--- config.mk ---
export PLATFORM = sky130hd
export DESIGN_NAME = player_ctl
export DESIGN_NICKNAME = d
export VERILOG_FILES = /design/src/rtl/player_ctl.sv
export SDC_FILE = /design/constraint.sdc
export NUM_CORES = 1
export LEC_CHECK = 0
export ABC_AREA = 1
export BUFFER_PORTS_ARGS = -buffer_cell sky130_fd_sc_hd__buf_2
export CORE_MARGIN = 4
export CORE_UTILIZATION = 50
export DETAILED_ROUTE_END_ITERATION = 6
export GPL_TIMING_DRIVEN = 0
export PLACE_DENSITY = 0.68
export SETUP_SLACK_MARGIN = 0.1
export SLEW_MARGIN = 20
export SYNTH_ARGS = -nofsm -noshare
export SYNTH_HDL_FRONTEND = slang
export SYNTH_SLANG_ARGS = --single-unit
--- constraint.sdc ---
create_clock -name clk -period 4.8 [get_ports clk]
set_input_delay 0.96 -clock clk [delete_from_list [all_inputs] [get_ports clk]]
set_output_delay 0.96 -clock clk [all_outputs]
set_load 0.05 [all_outputs]
--- src/rtl/player_ctl.sv ---
// Player movement controller.
// Once per frame, on the rising edge of vertical blanking, it samples the
// direction/jump buttons, advances a walk/jump/fall state machine and updates
// the registered position and pose that the player draw stage reads during
// the active region.

module player_ctl #(
  parameter int X_START   = 1,
  parameter int X_MIN     = 1,
  parameter int X_MAX     = 997,
  parameter int GROUND_Y  = 420,
  parameter int WALK_STEP = 4,
  parameter int JUMP_V0   = 12,
  parameter int GRAVITY   = 1,
  parameter int MAX_FALL  = 15
) (
  input  logic        clk,
  input  logic        rst_n,
  input  logic        vblnk_in,
  input  logic        enable,
  input  logic        btn_left,
  input  logic        btn_right,
  input  logic        btn_jump,
  output logic [11:0] xpos,
  output logic [11:0] ypos,
  output logic        facing,
  output logic [1:0]  pose
);

  typedef enum logic [1:0] {
    IDLE = 2'd0,
    WALK = 2'd1,
    JUMP = 2'd2,
    FALL = 2'd3
  } state_t;

  state_t      state_q, state_d;
  logic [11:0] x_q, x_d;
  logic [11:0] y_q, y_d;
  logic [4:0]  vel_q, vel_d;
  logic        facing_q, facing_d;
  logic        vblnk_d;

  logic        tick;
  logic        upd;
  logic        go_left;
  logic        go_right;
  logic        one_dir;

  // Horizontal and vertical arithmetic is done one bit wider than the outputs
  // so that saturation can be decided before truncating.
  logic [12:0] x_inc;
  logic [12:0] x_dec;
  logic [12:0] y_jump;
  logic [4:0]  vel_jump;
  logic [5:0]  vel_sum;
  logic [4:0]  vel_fall;
  logic [12:0] y_fall;
  logic        land;

  // Frame tick: one clk wide, on the cycle where vblnk_in first goes high.
  assign tick     = vblnk_in & ~vblnk_d;
  assign upd      = tick & enable;
  assign go_left  = btn_left & ~btn_right;
  assign go_right = btn_right & ~btn_left;
  assign one_dir  = btn_left ^ btn_right;

  // Delay vblnk_in by one clk for edge detection; runs even when disabled so
  // re-enabling mid-blank does not fabricate a tick.
  always_ff @(posedge clk or negedge rst_n) begin
    if (!rst_n) begin
      vblnk_d <= 1'b0;
    end else begin
      // NOTE: sequential state uses non-blocking assignments so every register
      // samples pre-edge values regardless of statement order.
      vblnk_d <= vblnk_in;
    end
  end

  // State register.
  always_ff @(posedge clk or negedge rst_n) begin
    if (!rst_n) begin
      state_q <= IDLE;
    end else begin
      state_q <= state_d;
    end
  end

  // Trajectory arithmetic shared by the next-state and datapath logic.
  always_comb begin
    x_inc    = {1'b0, x_q} + 13'(WALK_STEP);
    x_dec    = {1'b0, x_q} - 13'(WALK_STEP);
    y_jump   = {1'b0, y_q} - {8'd0, vel_q};
    vel_jump = vel_q - 5'(GRAVITY);
    vel_sum  = {1'b0, vel_q} + 6'(GRAVITY);
    vel_fall = (vel_sum > 6'(MAX_FALL)) ? 5'(MAX_FALL) : vel_sum[4:0];
    y_fall   = {1'b0, y_q} + {8'd0, vel_fall};
    land     = (y_fall >= 13'(GROUND_Y));
  end

  // Next-state logic: only moves on an enabled frame tick.
  always_comb begin
    // NOTE: every combinational output gets a default first so no path leaves
    // it unassigned, which would otherwise infer a latch.
    state_d = state_q;
    if (upd) begin
      unique case (state_q)
        IDLE, WALK: begin
          if (btn_jump)     state_d = JUMP;
          else if (one_dir) state_d = WALK;
          else              state_d = IDLE;
        end
        JUMP: begin
          if (vel_jump == 5'd0) state_d = FALL;
        end
        FALL: begin
          if (land) state_d = one_dir ? WALK : IDLE;
        end
        default: state_d = IDLE;
      endcase
    end
  end

  // Datapath next values: horizontal move in every state, vertical per state.
  always_comb begin
    x_d      = x_q;
    y_d      = y_q;
    vel_d    = vel_q;
    facing_d = facing_q;
    if (upd) begin
      if (go_right) begin
        facing_d = 1'b1;
        x_d      = (x_inc > 13'(X_MAX)) ? 12'(X_MAX) : x_inc[11:0];
      end else if (go_left) begin
        facing_d = 1'b0;
        x_d      = ({1'b0, x_q} < 13'(X_MIN + WALK_STEP)) ? 12'(X_MIN) : x_dec[11:0];
      end

      unique case (state_q)
        IDLE, WALK: begin
          if (btn_jump) vel_d = 5'(JUMP_V0);
        end
        JUMP: begin
          // Underflow guard: stop at the top of the screen.
          y_d   = y_jump[12] ? 12'd0 : y_jump[11:0];
          vel_d = vel_jump;
        end
        FALL: begin
          if (land) begin
            y_d   = 12'(GROUND_Y);
            vel_d = 5'd0;
          end else begin
            y_d   = y_fall[11:0];
            vel_d = vel_fall;
          end
        end
        default: ;
      endcase
    end
  end

  // Datapath registers; reset puts the player back on the ground.
  always_ff @(posedge clk or negedge rst_n) begin
    if (!rst_n) begin
      x_q      <= 12'(X_START);
      y_q      <= 12'(GROUND_Y);
      vel_q    <= 5'd0;
      facing_q <= 1'b1;
    end else begin
      x_q      <= x_d;
      y_q      <= y_d;
      vel_q    <= vel_d;
      facing_q <= facing_d;
    end
  end

  // Output decode: pose is the current state, position is registered.
  always_comb begin
    pose   = state_q;
    xpos   = x_q;
    ypos   = y_q;
    facing = facing_q;
  end

endmodule

# Yosys cells after proc, flatten, opt, wreduce, memory -nomap -nowiden
# Cells that the tools add are included.
[totals] reg_bits=33 in_bits=7 word_cells=57
[classes] addsub=6 magnitude_cmp=4 n_eq_ne=6 n_mux=18 bitwise_logic=8 n_reduce_logical=9
[op_table] op="2-to-1 mux 12 bit" n=6
[op_table] op="case mux 12 bit (2 select lines)" n=1
[op_table] op="2-to-1 mux 5 bit" n=3
[op_table] op="case mux 5 bit (3 select lines)" n=1
[op_table] op="adder 12 x 3 -> 13 bit (second input constant)" n=1
[op_table] op="adder 12 x 5 -> 13 bit" n=1
[op_table] op="greater-or-equal comparator 13 x 9 -> 1 bit (second input constant)" n=1
[op_table] op="greater-than comparator 13 x 10 -> 1 bit (second input constant)" n=1
[op_table] op="subtractor 12 x 5 -> 13 bit" n=1
[op_table] op="< comparator 12 x 3 -> 1 bit (second input constant)" n=1
[op_table] op="subtractor 12 x 3 -> 12 bit (second input constant)" n=1
[op_table] op="adder 5 x 1 -> 6 bit (second input constant)" n=1
[op_table] op="greater-than comparator 6 x 4 -> 1 bit (second input constant)" n=1
[op_table] op="2-to-1 mux 2 bit" n=3
[op_table] op="!= test 2 bit (second input constant)" n=3
[op_table] op="case mux 2 bit (3 select lines)" n=1
[op_table] op="AND reduction 2 bit" n=3
[op_table] op="zero test 5 bit" n=1
[op_table] op="subtractor 5 x 1 -> 5 bit (second input constant)" n=1
[op_table] op="bitwise AND 1 bit" n=4
[op_table] op="== test 2 bit (second input constant)" n=2
[op_table] op="nonzero test 2 bit" n=2
[op_table] op="2-to-1 mux 1 bit" n=3
[op_table] op="NOT 1 bit" n=3
[op_table] op="5 further kinds" n=5

# Logic depth before layout (Yosys ltp)
# Gate-level depths: netlist of the first run.
[depth] word_depth=7 depth_mapped=25 ltp_nobuf=25

# Worst setup path after synthesis of the first run
# Ideal clock, no wire load.
[synth_timing] path_kind="reg2reg" start="reg vel_q[0]" end="reg state_q[0], in the netlist pose[0]" setup_ns=0.124 t_arrival_ns=2.686 required_time_ns=4.676 slack_ns=1.990 stages_incl_launch_ff=25 path_buffers=0 synth_period_minus_slack_ns=2.810 path_cell_list="dfrtp_1 -> ha_1 -> nand2_1 -> nor2_1 -> inv_1 -> nand2_1 -> inv_1 -> a21oi_1 -> nor2_1 -> inv_1 -> ha_1 -> inv_1 -> fa_1 -> inv_1 -> nand3_1 -> nand2_1 -> nand2_1 -> nand3_1 -> nand2_1 -> nor2_1 -> nand2_2 -> nand2_2 -> nand2_1 -> nand2_1 -> o21ai_1"
[synth_via] elab_chain_len=7
[synth_rtl] element="from (decl)" line="40" source="logic [4:0] vel_q, vel_d;"
[synth_rtl] element="from (signal assigned)" line="172" source="vel_q <= vel_d;"
[synth_rtl] element="adder 5 x 1 -> 6 bit" line="95" source="vel_sum = {1'b0, vel_q} + 6'(GRAVITY);"
[synth_rtl] element="greater-than comparator 6 x 4 -> 1 bit" line="96" source="vel_fall = (vel_sum > 6'(MAX_FALL)) ? 5'(MAX_FALL) : vel_sum[4:0];"
[synth_rtl] element="2-to-1 mux 5 bit" line="96"
[synth_rtl] element="adder 12 x 5 -> 13 bit" line="97" source="y_fall = {1'b0, y_q} + {8'd0, vel_fall};"
[synth_rtl] element="greater-or-equal comparator 13 x 9 -> 1 bit" line="98" source="land = (y_fall >= 13'(GROUND_Y));"
[synth_rtl] element="!= test 2 bit (no line)"
[synth_rtl] element="AND reduction 3 bit (no line) (*)"
[synth_rtl] element="to (signal assigned)" line="85" source="state_q <= state_d;"
[synth_rtl] element="to (decl)" line="37" source="state_t state_q, state_d;"
# Every way passes the cells marked *; elsewhere a longest branch is shown, timed or not.
# A chain may end at the register's enable or synchronous reset.

# Final worst setup path of the first run
# Same ends and word-level chain as after synthesis.

==> out/metrics.csv, run 1 <==
metric,value,unit
status,finished clean,
"CTS clk-pin slew, worst paths",0.07,ns
sequential fraction of the synthesis area,0.258,
fillers,591,
CORE AREA,5990,µm²
Final HPWL DP,6.38,mm
crit-path max cell delay,0.47,ns
Die Ht,87.2,µm
DRT Wirelength,8.07,mm
final setup TNS,0,ns
hold_buf cts,0,
clock sinks,32,
CTS resizes,0,
GRT Overall Usage,0.230,
WP data required,4.97,ns
Leakage,1.92,nW
first-pass GRT wire length,14.0,mm
FMAX,0.287,GHz
Via density,5.29,
met2 GRT Util,0.351,
worst vdd ir,0.515,mV
Initial Utilization,0.524,
synthesis-to-finish area growth,12.2,%
GRT overflow,0,
crit-path max FO,10,
Most common cell on crit path,nand2_1,
Rel. slew slack,0.505,
ys flop type,dfrtp_1,
critical path type,reg2reg,
pin count of the biggest net entering global routing,33,
WL/cell,13.3,µm
"most common cell after layout, fill and taps aside",nand2_1,
worst-margin pin slew,0.742,ns
Diodes inserted,0,
CP Cell Sequence,"ha_1, nand2_1, nor2_1, inv_1, nand2_1, inv_1, a21oi_1, nor2_1, inv_1, ha_1, inv_1, fa_1, inv_1, nand3_1, nand2_1, nand2_1, nand3_1, nand2_1, nor2_1, nand2_2, nand2_2, nand2_1, nand2_1, o21ai_1",
share of layout cells above drive strength 1,0.129,
DRT Pass-1 Iters,5,
final setup violation count,0,
Mapped Area,3140,µm²
max-slew violations,0,
CP Capture Type,flip-flop,
Antenna Violating Nets Remaining,0,
pre-CTS setup slack,1.34,ns
CP max-delay cell,dfrtp_1,
met3 Usage GRT,0.0322,
Async SR Flop Fraction,1.00,
#FFs+latches synth,32,
M1 GR Usage,0.340,
Via Count,3223,
final-stage net count,562,
"Clk Latency, worst-skew pair",0.29,ns
CTS buffer count,5,
residual DRC count,0,
port buffer count,32,
Ys Warns,0,
Power per Cell Area,773,nW/µm²
library cells used by synthesis,36,
startpoint types,flip-flop,
max-cap violations,0,
CTS tree,done,
Worst Skew,0.00611,ns
most frequent cells in the layout,"128 x nand2_1, 78 x inv_1, 57 x nand3_1",
DIE AREA,7600,µm²
RePlAce Congestion,0.940,
utilization after layout,0.588,
initial antenna violation count,0,
initial DRC count,216,
Setup Buffers After CTS,0,
syn avg cell area,6.36,µm²
endpoints failing hold,0,
# rows,28,
Top Usage Layer GRT,met2,
H-tree levels,2,
Post-Syn Instances,493,
total power,0.00272,W
I/O pin count,34,
crit path time final,3.48,ns
Hold/Removal Path Class,reg2reg,
vias in the first global route,2966,
final worst slack,1.32,ns
CTS Buffer Depth,2,
Final Cycle Share,0.726,
clock root buffer,clkbuf_8,
CP arrival,3.66,ns
RSZ-0062 raised after global routing,false,
Die Wd,87.2,µm
number of synthesized flops with an enable pin,0,
==> through the flow <==
stage	cells	hold slack (ns)	cell area (µm²)
after floorplan	494	0.496	3140
after global placement	601	0.490	3390
after detailed placement	601	0.498	3390
after CTS	609	0.513	3520
after global routing	609	0.534	3520
final	609	0.511	3520
==> final timing paths <==
kind                                      start                   end  slack [ns]  cells past startpoint
max                        vel_q[0]$_DFFE_PN0P_   pose[0]$_DFFE_PN0P_        1.32                     24
min                         ypos[2]$_DFFE_PN1P_   ypos[2]$_DFFE_PN1P_        0.51                      2
max reg2reg                vel_q[0]$_DFFE_PN0P_   pose[0]$_DFFE_PN0P_        1.32                     24
min reg2reg                 ypos[2]$_DFFE_PN1P_   ypos[2]$_DFFE_PN1P_        0.51                      2
max in group asynchronous                 rst_n  vel_q[3]$_DFFE_PN0P_        3.59                      1
min in group asynchronous                 rst_n   ypos[9]$_DFFE_PN0P_        0.74                      1
==> layout make-up <==
class | count | area [µm²] | area share
multi-input cells | 371 | 1960 | 0.558
plain buffers | 12 | 72.6 | 0.0206
repair buffers | 32 | 160 | 0.0455
clock inverters | 1 | 30.0 | 0.00853
flip-flops and latches | 32 | 808 | 0.230
inverters | 79 | 297 | 0.0842
well taps | 75 | 93.8 | 0.0267
clock buffers | 7 | 96.3 | 0.0274
==> state kept, by name (all words and copies together) (netlist names) <==
signal	count
xpos	11
vblnk_d	1
pose	2
facing	1
ypos	12
vel_q	5
==> Yosys cell counts, types with 2 or more instances <==
master / count / share of area
buf_4: 4 / 0.0096
inv_1: 78 / 0.093
dfstp_2: 6 / 0.050
a31oi_1: 2 / 0.0040
a21boi_1: 5 / 0.012
nand4_1: 11 / 0.022
o21ai_0: 23 / 0.037
xnor2_1: 5 / 0.014
a21oi_1: 20 / 0.032
clkbuf_1: 3 / 0.0036
nand3b_1: 4 / 0.0096
nor2_4: 2 / 0.0072
ha_1: 20 / 0.080
or2_2: 3 / 0.0060
a22oi_1: 2 / 0.0048
dfrtp_1: 26 / 0.21
nor2_1: 53 / 0.063
fa_1: 2 / 0.013
nor3_1: 3 / 0.0048
o21ai_1: 2 / 0.0032
nand2_2: 5 / 0.010
xor2_1: 13 / 0.036
nand3_1: 57 / 0.091
buf_2: 4 / 0.0064
nand2_1: 128 / 0.15
nor2_2: 2 / 0.0040
==> critical path, delay by kind of cell, from the launching register on <==
kind | cells | cell delay, ns
AO/OA/AOI/OAI | 2 | 0.26
adder cells (fa/ha/maj) | 3 | 0.86
buffers and inverters | 5 | 0.37
flip-flops | 1 | 0.47
AND/OR/NAND/NOR | 14 | 1.41
==> per-layer routing <==
layer  up-vias  routed length, µm
met4         0                131
li1       1646                  -
met1      1460               3990
met2       101               3520
met3        16                425
met5         -                  0
==> report_power, final <==
group / switching, W / internal [W] / total [W]
registers: 0.000134 / 0.000383 / 0.000517
clock network: 0.000106 / 0.000183 / 0.000289
logic: 0.00130 / 0.000618 / 0.00191
==> kinds of logic (layout without fill, tap and decap cells) <==
kind of cell	count (synthesis)	after routing	share of synthesized area
AND/OR/NAND/NOR	272	272	0.380
AO/OA/AOI/OAI	57	57	0.101
other	1	2	0.00120
XOR/XNOR	18	18	0.0503
flip-flops	32	32	0.258
buffers and inverters	91	131	0.118
adder cells (fa/ha/maj)	22	22	0.0925
(Power assumes the default switching activity.)
==> run 2, diff against run 1 <==
--- a/config.mk
+++ b/config.mk
@@ -11,7 +11,7 @@
 export CORE_UTILIZATION = 50
 export DETAILED_ROUTE_END_ITERATION = 6
 export GPL_TIMING_DRIVEN = 0
-export PLACE_DENSITY = 0.68
+export PLACE_DENSITY = 0.7
 export SETUP_SLACK_MARGIN = 0.1
 export SLEW_MARGIN = 20
 export SYNTH_ARGS = -nofsm -noshare
==> constraint.sdc (replaced) <==
create_clock -name clk -period 3.1 [get_ports clk]
set_input_delay 0.62 -clock clk [delete_from_list [all_inputs] [get_ports clk]]
set_output_delay 0.62 -clock clk [all_outputs]
set_load 0.05 [all_outputs]
==> out/metrics.csv, run 2 (same netlist as run 1, synthesis figures left out) <==
metric,value,unit,change
Hold/Removal Path Class,in2async,,
Final HPWL DP,6.38,mm,about the same
Power per Cell Area,1250,nW/µm²,+61%
Antenna Violating Nets Remaining,0,,unchanged
Cell Int Power,0.00203,W,+71%
max-slew violations,0,,unchanged
clock share of power,0.074,,-0.032
H-tree levels,2,,unchanged
Rel. slew slack,0.505,,about the same
Worst Skew,0.0134,ns,+0.00727 ns
sw frac,0.568,,+0.00363
status,finished clean,,
critical path type,reg2reg,,
CORE AREA,5990,µm²,unchanged
max reg flops,12,,unchanged
initial DRC count,265,,+23%
crit-path max cell delay,0.38,ns,-0.09 ns
vias in the first global route,3060,,+3.2%
fin cells,622,,+2.1%
GRT overflow,0,,unchanged
Cells after DPL,601,,unchanged
Final Cycle Share,0.949,,+0.223
RePlAce Congestion,0.959,,+2.1%
initial antenna violation count,0,,unchanged
"CTS clk-pin slew, worst paths",0.08,ns,about the same
hold_buf cts,0,,unchanged
RSZ-0062 raised after global routing,true,,
crit path time final,2.94,ns,-0.541 ns
Diodes inserted,0,,unchanged
synthesis-to-finish area growth,20.4,%,
fillers,570,,-3.6%
Initial Utilization,0.524,,unchanged
worst vdd ir,0.843,mV,+64%
most frequent cells in the layout,"115 x nand2_1, 73 x inv_1, 53 x nand3_1",,
final setup violation count,0,,unchanged
CP max-delay cell,fa_2,,
Via Count,3384,,+5.0%
crit path launch,vel_q[1]$_DFFE_PN0P_,,
DRT Wirelength,8.91,mm,+10%
first-pass GRT wire length,14.3,mm,+2.3%
crit-path max FO,6,,-4
"Largest delay share family, worst path",simple AND/OR/NAND/NOR gates,,
clock root buffer,clkbuf_8,,
I/O pin count,34,,unchanged
CP arrival,3.16,ns,-0.50 ns
startpoint types,flip-flop,,
WP data required,3.31,ns,-1.66 ns
CTS tree,done,,
Die Wd,87.2,µm,unchanged
Via density,5.44,,+2.8%
max-cap violations,0,,unchanged
utilization after layout,0.630,,+0.0426
Most common cell on crit path,nand2_2,,
CTS buffer count,5,,unchanged
"most common cell after layout, fill and taps aside",nand2_1,,
CTS Buffer Depth,2,,unchanged
# rows,28,,unchanged
Die Ht,87.2,µm,unchanged
WHS,0.387,ns,-0.124 ns
"Clk Latency, worst-skew pair",0.29,ns,about the same
residual DRC count,0,,unchanged
clock sinks,32,,unchanged
Stages on worst setup path,24,,unchanged
pin count of the biggest net entering global routing,33,,unchanged
final-stage net count,575,,+2.3%
WL/cell,14.3,µm,+8.1%
Leakage,2.00,nW,+4.0%
CP Cell Sequence,"ha_2, nand2_2, nor2_2, inv_2, nand2_2, inv_2, a21oi_2, nor2_2, inv_2, ha_4, inv_2, fa_2, inv_2, nand3_2, nand2_2, nand2_2, nand2_2, nand3_2, nand2_2, nand2_2, nand2_4, buf_6, nand3b_1, a21boi_1",,
CP Capture Type,flip-flop,,
Logic pwr share,0.754,,+0.050
port buffer count,32,,unchanged
DRT Pass-1 Iters,7,,+2
Crit Reg-Reg Startpoint,vel_q[1]$_DFFE_PN0P_,,
"Buf+Inv Stages, Crit Path",6,,+1
FMAX,0.340,GHz,+18%
endpoints failing hold,0,,unchanged
worst-margin pin slew,0.742,ns,-0.0000457 ns
GRT Overall Usage,0.235,,+0.00509
P_sw,0.00267,W,+74%
reg2reg path depth,24,,unchanged
sequential share of power,0.171,,-0.019
share of layout cells above drive strength 1,0.221,,+0.0920
DIE AREA,7600,µm²,unchanged
==> run 2: final cells by class <==
type,instances,area (µm²),share of cell area
multi-input cells,371,2130,0.564
clock inverters,2,10.0,0.00265
clock buffers,6,82.6,0.0219
repair buffers,45,279,0.0739
flip-flops and latches,32,810,0.214
well taps,75,93.8,0.0249
plain buffers,12,76.3,0.0202
inverters,79,297,0.0785
==> run 2: what timing repair did <==
| action | 4_1_cts | 5_1_grt |
|---|---|---|
| resized for setup | 7 | 44 |
| setup buffers | 6 | 6 |
| endpoints found under the hold margin | 0 | 0 |
| cloned | 0 | 1 |
| endpoints found under the setup margin | 15 | 15 |
| pin swaps | 1 | 15 |
==> run 2: per-layer routing <==
metal,global-route usage,up-vias,share of wire
met5,0,-,0
met1,0.338,1592,0.47
met3,0.0331,11,0.054
li1,-,1671,-
met4,0.0572,0,0.0098
met2,0.371,110,0.46
==> run 2: per-stage QoR <==
| stage | setup slack [ns] | instance area [µm²] | setup TNS [ns] | total power [W] |
|---|---|---|---|---|
| 2_1_floorplan | 0.290 | 3140 | 0 | 0.00310 |
| 3_3_place_gp | -0.274 | 3390 | -2.13 | 0.00369 |
| 3_5_place_dp | -0.325 | 3390 | -2.72 | 0.00376 |
| 4_1_cts | 0.0962 | 3560 | 0 | 0.00423 |
| 5_1_grt | -0.0715 | 3780 | -0.162 | 0.00512 |
| 6_report | 0.157 | 3780 | 0 | 0.00470 |
==> run 2: worst register-to-register path, stage by stage, from the launching register on <==
cell and delay (ns):
dfrtp_1 0.36, ha_2 0.19, nand2_2 0.07, nor2_2 0.12, inv_2 0.05, nand2_2 0.05, inv_2 0.04, a21oi_2 0.15
nor2_2 0.08, inv_2 0.08, ha_4 0.15, inv_2 0.04, fa_2 0.38, inv_2 0.10, nand3_2 0.09, nand2_2 0.10
nand2_2 0.05, nand2_2 0.08, nand3_2 0.08, nand2_2 0.08, nand2_2 0.06, nand2_4 0.11, buf_6 0.13, nand3b_1 0.09
a21boi_1 0.14
==> run 2: power by group through the flow <==
| stage | Combinational (W) | Sequential, W | Clock (W) |
|---|---|---|---|
| 6_report | 0.00355 | 0.000805 | 0.000350 |
| 5_1_grt | 0.00391 | 0.000834 | 0.000371 |
| 4_1_cts | 0.00308 | 0.000790 | 0.000358 |
| 3_5_place_dp | 0.00295 | 0.000806 | 0 |
| 3_3_place_gp | 0.00289 | 0.000802 | 0 |
| 2_1_floorplan | 0.00190 | 0.00121 | 0 |
==> run 2: path summary, 6_finish.rpt <==
check	end	slack, ns
max reg2reg	ypos[1]$_DFFE_PN0P_	0.16
min in group clk	vblnk_d$_DFF_PN0_	0.45
max in group asynchronous	vel_q[0]$_DFFE_PN0P_	2.18
min reg2reg	facing$_DFFE_PN1P_	0.51
max	ypos[1]$_DFFE_PN0P_	0.16
min	xpos[2]$_DFFE_PN0P_	0.39
